### config.mk
export PLATFORM = sky130hd
export DESIGN_NAME = can_bit_sync_ctrl_flat
export DESIGN_NICKNAME = d
export VERILOG_FILES = /design/src/rtl/can_bit_sync_ctrl_if.sv /design/src/rtl/can_bit_sync_ctrl.sv /design/src/flat_wrapper.sv
export SDC_FILE = /design/constraint.sdc
export NUM_CORES = 1
export LEC_CHECK = 0
export BUFFER_PORTS_ARGS = -buffer_cell sky130_fd_sc_hd__buf_2
export CAP_MARGIN = 20
export CELL_PAD_IN_SITES_DETAIL_PLACEMENT = 0
export CELL_PAD_IN_SITES_GLOBAL_PLACEMENT = 2
export CORE_UTILIZATION = 39
export DETAILED_ROUTE_END_ITERATION = 6
export MAX_ROUTING_LAYER = met4
export PLACE_DENSITY_LB_ADDON = 0.1
export SYNTH_ARGS = -nofsm -noshare
export SYNTH_HDL_FRONTEND = slang
export SYNTH_SLANG_ARGS = --single-unit
### constraint.sdc
create_clock -name sampleclk -period 13.85 [get_ports sampleclk]
set_input_delay 2.77 -clock sampleclk [delete_from_list [all_inputs] [get_ports sampleclk]]
set_output_delay 2.77 -clock sampleclk [all_outputs]
set_load 0.005 [all_outputs]
### src/rtl/can_bit_sync_ctrl_if.sv
// can_bit_sync_ctrl_if: config, rx line and bit-timing outputs of the CAN bit synchroniser
interface can_bit_sync_ctrl_if #(
    parameter int CNT_W = 8
);
    logic             enable;
    logic             rx;
    logic [CNT_W-1:0] cfg_tq_per_bit;
    logic [CNT_W-1:0] cfg_sample_pt;
    logic [3:0]       cfg_sjw;
    logic [1:0]       state;
    logic             bit_start;
    logic             sample_strobe;
    logic             rx_bit;
    logic             lock;
    logic             bus_idle;
    logic             cfg_err;

    modport master (
        output enable, rx, cfg_tq_per_bit, cfg_sample_pt, cfg_sjw,
        input  state, bit_start, sample_strobe, rx_bit, lock, bus_idle, cfg_err
    );

    modport slave (
        input  enable, rx, cfg_tq_per_bit, cfg_sample_pt, cfg_sjw,
        output state, bit_start, sample_strobe, rx_bit, lock, bus_idle, cfg_err
    );
endinterface

### src/rtl/can_bit_sync_ctrl.sv
// can_bit_sync_ctrl: CAN bit-timing sequencer with hard sync, SJW-limited resync and idle detection
module can_bit_sync_ctrl #(
    parameter int CNT_W     = 8,
    parameter int IDLE_BITS = 11
) (
    input logic                sampleclk,
    input logic                rst_n,
    can_bit_sync_ctrl_if.slave bus
);
    typedef enum logic [1:0] {OFF = 2'b00, WAIT = 2'b01, RUN = 2'b10} state_t;
    localparam int RW = $clog2(IDLE_BITS + 1);

    state_t           st, st_n;
    logic [CNT_W-1:0] cnt, cnt_n, n, s, sjw, step, e, lim, early_cnt, corr;
    logic [RW-1:0]    rec, rec_n;
    logic             rx_q, rs, rs_n, bit_start_q, bs_n, strobe_q, cap;
    logic             rx_bit_q, rxb_n, lock_q, lock_n, cfg_err_q;
    logic             valid, fall, run, resync;

    assign n     = bus.cfg_tq_per_bit;
    assign s     = bus.cfg_sample_pt;
    assign sjw   = CNT_W'(bus.cfg_sjw);
    assign valid = n >= CNT_W'(4) && s >= CNT_W'(2) && s <= n - CNT_W'(2) && sjw != '0 && sjw <= s;
    assign fall  = rx_q & ~bus.rx;

    // Next state: disable or bad config always wins, otherwise hard sync and idle return
    always_comb begin
        st_n = st;
        if (!bus.enable || !valid) st_n = OFF;
        else if (st == OFF) st_n = WAIT;
        else if (st == WAIT && fall) st_n = RUN;
        else if (st == RUN && rec == RW'(IDLE_BITS)) st_n = WAIT;
    end

    // Datapath: tq counter with one resync per bit, sampling and recessive run length
    always_comb begin
        run       = st == RUN && st_n == RUN;
        step      = cnt >= n - CNT_W'(1) ? '0 : cnt + CNT_W'(1);
        e         = cnt > s ? n - cnt : cnt;
        lim       = e < sjw ? e : sjw;
        early_cnt = cnt + CNT_W'(1) + sjw;
        corr      = cnt == '0 ? step :
                    cnt <= s ? cnt + CNT_W'(1) - lim :
                    (e <= sjw || early_cnt == n) ? '0 : early_cnt;
        resync    = run && fall && (!rs || cnt == '0);
        cap       = run && cnt == s;
        cnt_n     = !run ? '0 : resync ? corr : step;
        rs_n      = run && (resync || (rs && cnt != '0));
        rec_n     = !run ? '0 : cap ? (bus.rx ? rec + RW'(1) : '0) : rec;
        lock_n    = st_n != RUN ? 1'b0 : !run ? 1'b1 : resync ? e <= sjw : lock_q;
        rxb_n     = cap ? bus.rx : rx_bit_q;
        bs_n      = st_n == RUN && cnt_n == '0;
    end

    // State and output registers; rx_q resets recessive so reset release cannot fake an edge
    always_ff @(posedge sampleclk) begin
        if (!rst_n) begin
            st          <= OFF;
            cnt         <= '0;
            rec         <= '0;
            rs          <= 1'b0;
            rx_q        <= 1'b1;
            bit_start_q <= 1'b0;
            strobe_q    <= 1'b0;
            rx_bit_q    <= 1'b1;
            lock_q      <= 1'b0;
            cfg_err_q   <= 1'b0;
        end else begin
            st          <= st_n;
            cnt         <= cnt_n;
            rec         <= rec_n;
            rs          <= rs_n;
            rx_q        <= bus.rx;
            bit_start_q <= bs_n;
            strobe_q    <= cap;
            rx_bit_q    <= rxb_n;
            lock_q      <= lock_n;
            cfg_err_q   <= !valid;
        end
    end

    assign bus.state         = st;
    assign bus.bit_start     = bit_start_q;
    assign bus.sample_strobe = strobe_q;
    assign bus.rx_bit        = rx_bit_q;
    assign bus.lock          = lock_q;
    assign bus.bus_idle      = st == WAIT;
    assign bus.cfg_err       = cfg_err_q;
endmodule

### src/flat_wrapper.sv
// flat-port wrapper written by rule: the top's interface ports become plain ports
module can_bit_sync_ctrl_flat 
#(
    parameter int CNT_W     = 8,
    parameter int IDLE_BITS = 11
)
  (sampleclk, rst_n, bus_enable, bus_rx, bus_cfg_tq_per_bit, bus_cfg_sample_pt, bus_cfg_sjw, bus_state, bus_bit_start, bus_sample_strobe, bus_rx_bit, bus_lock, bus_bus_idle, bus_cfg_err);
  can_bit_sync_ctrl_if #(.CNT_W(CNT_W)) bus_i ();
  input logic sampleclk;
  input logic rst_n;
  input wire logic [$bits(bus_i.enable)-1:0] bus_enable;
  input wire logic [$bits(bus_i.rx)-1:0] bus_rx;
  input wire logic [$bits(bus_i.cfg_tq_per_bit)-1:0] bus_cfg_tq_per_bit;
  input wire logic [$bits(bus_i.cfg_sample_pt)-1:0] bus_cfg_sample_pt;
  input wire logic [$bits(bus_i.cfg_sjw)-1:0] bus_cfg_sjw;
  output wire logic [$bits(bus_i.state)-1:0] bus_state;
  output wire logic [$bits(bus_i.bit_start)-1:0] bus_bit_start;
  output wire logic [$bits(bus_i.sample_strobe)-1:0] bus_sample_strobe;
  output wire logic [$bits(bus_i.rx_bit)-1:0] bus_rx_bit;
  output wire logic [$bits(bus_i.lock)-1:0] bus_lock;
  output wire logic [$bits(bus_i.bus_idle)-1:0] bus_bus_idle;
  output wire logic [$bits(bus_i.cfg_err)-1:0] bus_cfg_err;
  assign bus_i.enable = bus_enable;
  assign bus_i.rx = bus_rx;
  assign bus_i.cfg_tq_per_bit = bus_cfg_tq_per_bit;
  assign bus_i.cfg_sample_pt = bus_cfg_sample_pt;
  assign bus_i.cfg_sjw = bus_cfg_sjw;
  assign bus_state = bus_i.state;
  assign bus_bit_start = bus_i.bit_start;
  assign bus_sample_strobe = bus_i.sample_strobe;
  assign bus_rx_bit = bus_i.rx_bit;
  assign bus_lock = bus_i.lock;
  assign bus_bus_idle = bus_i.bus_idle;
  assign bus_cfg_err = bus_i.cfg_err;
  can_bit_sync_ctrl #(.CNT_W(CNT_W), .IDLE_BITS(IDLE_BITS)) u_core (.sampleclk(sampleclk), .rst_n(rst_n), .bus(bus_i));
endmodule
==> impl_metrics.yaml <==
sta:
  clock-skew-final_ns: 0.00625
  timing.final.crit_period_ns: 8.19
  setup-tns-final_ns: 0
  hold_violations: 0
  tightestPinTransition_ns: 0.892
  grt_setup_unrepaired: "no"
  period_share_pct: 59.1
  holdWs_ns: 0.474
  slew_headroom_pct: 40.5
  achievable-frequency_ghz: 0.122
  timing.final.max_slew_violations: 0
  setup_violations: 0
clock_tree:
  clockBufferDepth: 2
  tritoncts: "done"
  clk-insertion-delay-late_ns: 0.26
  cts_inserted_buffers: 3
  post_cts_resized: 0
  clockRootBuffer: "sky130_fd_sc_hd__clkbuf_8"
  worst_setup_hold_path_clk_slew_ns: 0.08
  cts.sinks: 21
  cts-hold-fix-buffers: 0
  cts_htree_levels: 1
  post-cts-setup-buffers: 0
die:
  core-area_mm2: 0.00830
  io_pins: 32
  initial_utilization_pct: 40.5
  die_height_um: 94.9
  die_width_um: 94.9
  fp.dieArea_mm2: 0.00900
  rows: 33
critical_path:
  critical_path_required_ns: 14.02
  timing.critical_path.slowest_stage_cell: "sky130_fd_sc_hd__a21oi_1"
  cp_most_frequent_cell: "sky130_fd_sc_hd__a21oi_1"
  arrival_time_of_the_worst_setup_path_ns: 8.36
  critPathMaxStageDelay_ns: 0.70
  peak_fanout_along_the_critical_path: 12
  crit_type: "in -> reg"
  cp-end-kind: "flop"
  setup.worst_path.start_class: "input port"
global_routing:
  grt_max_degree: 15
  vias_in_the_first_global_route: 3111
  antenna_found_initial: 0
  grt_first_pass_wirelength_mm: 16.6
  grt.overflow.total: 0
  grtUsageTotal_pct: 25.0
route:
  drc_errors: 0
  routed_length_per_instance_um: 17.9
  finalWirelength_mm: 10.2
  drt_first_pass_iters: 4
  post_drt_via_cell_ratio: 5.55
  ant_nets: 0
  detailroute.via_count: 3171
  drt_first_iter_violations: 172
synthesis:
  post_synth_main_area_contributors: "sky130_fd_sc_hd__ha_1 (22%), sky130_fd_sc_hd__dfxtp_1 (13%), sky130_fd_sc_hd__xnor2_1 (6.5%), sky130_fd_sc_hd__a21oi_1 (5.1%), sky130_fd_sc_hd__nor2_1 (4.7%)"
  synth_largest_area_cell: "sky130_fd_sc_hd__ha_1"
  ff_latch_count_synth: 21
  ys_dominant_reg_cell: "sky130_fd_sc_hd__dfxtp_1"
  synth.top_cell.area_share_pct: 21.6
  ys.warnings.count: 0
  post-synth-top-count-cell: "sky130_fd_sc_hd__ha_1"
  synth_enable_flop_cells: 0
  ys_seq_area_share_pct: 12.5
  yosys-top-cells-count: "sky130_fd_sc_hd__ha_1 (58), sky130_fd_sc_hd__nor2_1 (42), sky130_fd_sc_hd__inv_1 (39), sky130_fd_sc_hd__a21oi_1 (34), sky130_fd_sc_hd__nand2_1 (34)"
  syn_avg_cell_area_um2: 7.70
  syn-instance-count: 437
  synthDistinctLibCells: 73
  synthesis.area_mm2: 0.00336
  postSynth.asyncResetShare_pct: 0
worst_hold_path:
  hold_path.class: "reg -> reg"
finish:
  insertedDiodeCount: 0
  multi_input_comb_area_mm2: 0.00275
  regArea_um2: 420
  nNetsFinal: 552
  final.fill_count: 864
  drive_gt1_share_pct: 12.2
  areaGrowthSynthToFinish_pct: 8.56
flow_run:
  maxCapViolCount: 0
power_and_ir_drop:
  total_leakage_power_uw: 0.00160
  power.density_mw_per_mm2: 42.8
  ir_drop_v: 0.0000438
outcome:
  run_status: "complete, no violations"
placed_design:
  io_buffers: 31
  routabilityCongestion: 0.891
  post-dp-hpwl_mm: 8.46
-- logic make-up (layout without fill, tap and decap cells) --
logic type | Yosys count | after routing | share of synthesized area, %
AOI/OAI and AO/OA | 103 | 103 | 20.6
and+or+nand+nor | 163 | 163 | 25.8
adders and majority gates | 61 | 61 | 23.4
buffers and inverters | 47 | 74 | 5.88
muxes | 3 | 3 | 0.967
xor gates and xnor gates | 38 | 38 | 10.8
other | 1 | 3 | 0.112
DFF | 21 | 21 | 12.5
-- power breakdown --
group | total (µW) | switching (µW) | internal, µW
sequential | 61.5 | 0.411 | 61.1
clock | 41.3 | 20.8 | 20.5
combinational | 53.4 | 31.4 | 22.0
total | 156 | 52.6 | 104
-- critical path, delay by kind of cell --
kind | cells | cell delay (ns)
AO/OA/AOI/OAI | 13 | 2.94
buffers and inverters | 3 | 0.29
XOR/XNOR | 1 | 0.10
adder cells (fa/ha/maj) | 4 | 1.24
AND/OR/NAND/NOR | 5 | 1.02
-- through the flow --
| step | utilization [%] | worst slack, ns | instance area, µm² | cells | power (µW) |
|---|---|---|---|---|---|
| 2_1_floorplan | - | 6.45 | 3370 | 439 | 98.7 |
| 3_3_place_gp | 43.4 | 5.58 | 3610 | 567 | 115 |
| 3_5_place_dp | 43.4 | 5.47 | 3610 | 567 | 116 |
| 4_1_cts | 44.0 | 5.71 | 3650 | 571 | 157 |
| 5_1_grt | 44.0 | 5.18 | 3650 | 571 | 167 |
| 6_report | 44.0 | 5.66 | 3650 | 571 | 156 |
-- layer usage --
layer | global-route usage (%) | vias to the layer above | routed length, µm
met2 | 37.3 | 55 | 4360
met5 | - | - | 0
met1 | 36.4 | 1477 | 5400
met4 | 3.54 | 0 | 96
li1 | - | 1631 | -
met3 | 3.06 | 8 | 354
-- cells in the final DEF (no fill, tap or decap), types with 3 or more instances in the layout --
cell type / instances
sky130_fd_sc_hd__a211oi_1: 3
sky130_fd_sc_hd__a21o_1: 3
sky130_fd_sc_hd__a21oi_1: 34
sky130_fd_sc_hd__and2_1: 3
sky130_fd_sc_hd__and3_1: 5
sky130_fd_sc_hd__buf_2: 31
sky130_fd_sc_hd__clkbuf_8: 3
sky130_fd_sc_hd__conb_1: 3
sky130_fd_sc_hd__dfxtp_1: 21
sky130_fd_sc_hd__fa_1: 3
sky130_fd_sc_hd__ha_1: 58
sky130_fd_sc_hd__inv_1: 39
sky130_fd_sc_hd__nand2_1: 34
sky130_fd_sc_hd__nand2b_1: 3
sky130_fd_sc_hd__nand3_1: 10
sky130_fd_sc_hd__nand4_1: 7
sky130_fd_sc_hd__nor2_1: 42
sky130_fd_sc_hd__nor2b_1: 13
sky130_fd_sc_hd__nor3_1: 10
sky130_fd_sc_hd__nor3b_1: 4
sky130_fd_sc_hd__nor4_1: 8
sky130_fd_sc_hd__o211ai_1: 6
sky130_fd_sc_hd__o21a_1: 8
sky130_fd_sc_hd__o21ai_0: 17
sky130_fd_sc_hd__o22ai_1: 3
sky130_fd_sc_hd__o31ai_1: 5
sky130_fd_sc_hd__or2_2: 3
sky130_fd_sc_hd__xnor2_1: 25
sky130_fd_sc_hd__xor2_1: 10
-- final timing paths --
path	startpoint	endpoint	slack (ns)	depth (start not counted)
worst min register to register	u_core.bus.rx_bit$_SDFFE_PN1P_	u_core.bus.rx_bit$_SDFFE_PN1P_	0.47	2
worst max register to register	u_core.cnt[0]$_SDFF_PN0_	u_core.bus.bit_start$_SDFF_PN0_	7.46	25
worst max-delay path	bus_cfg_sample_pt[3]	u_core.bus.bit_start$_SDFF_PN0_	5.66	26
worst min-delay path	u_core.bus.rx_bit$_SDFFE_PN1P_	u_core.bus.rx_bit$_SDFFE_PN1P_	0.47	2
-- state kept, by name, indices dropped and copies added, names as in the netlist --
| signal | cells |
|---|---|
| u_core.cnt | 8 |
| u_core.rec | 4 |
| u_core.rs | 1 |
| u_core.bus.bit_start | 1 |
| u_core.bus.cfg_err | 1 |
| u_core.bus.lock | 1 |
| u_core.bus.state | 2 |
| u_core.bus.sample_strobe | 1 |
| u_core.bus.rx_bit | 1 |
| u_core.rx_q | 1 |
-- layout make-up --
| cell class | instances | share of cell area (%) |
|---|---|---|
| Sequential cell | 21 | 11.5 |
| Clock buffer | 4 | 1.23 |
| Tap cell | 105 | 3.60 |
| Inverter | 39 | 4.01 |
| Multi-Input combinational cell | 371 | 75.4 |
| Timing Repair Buffer | 31 | 4.25 |
Power figures use the tool's default switching activity.
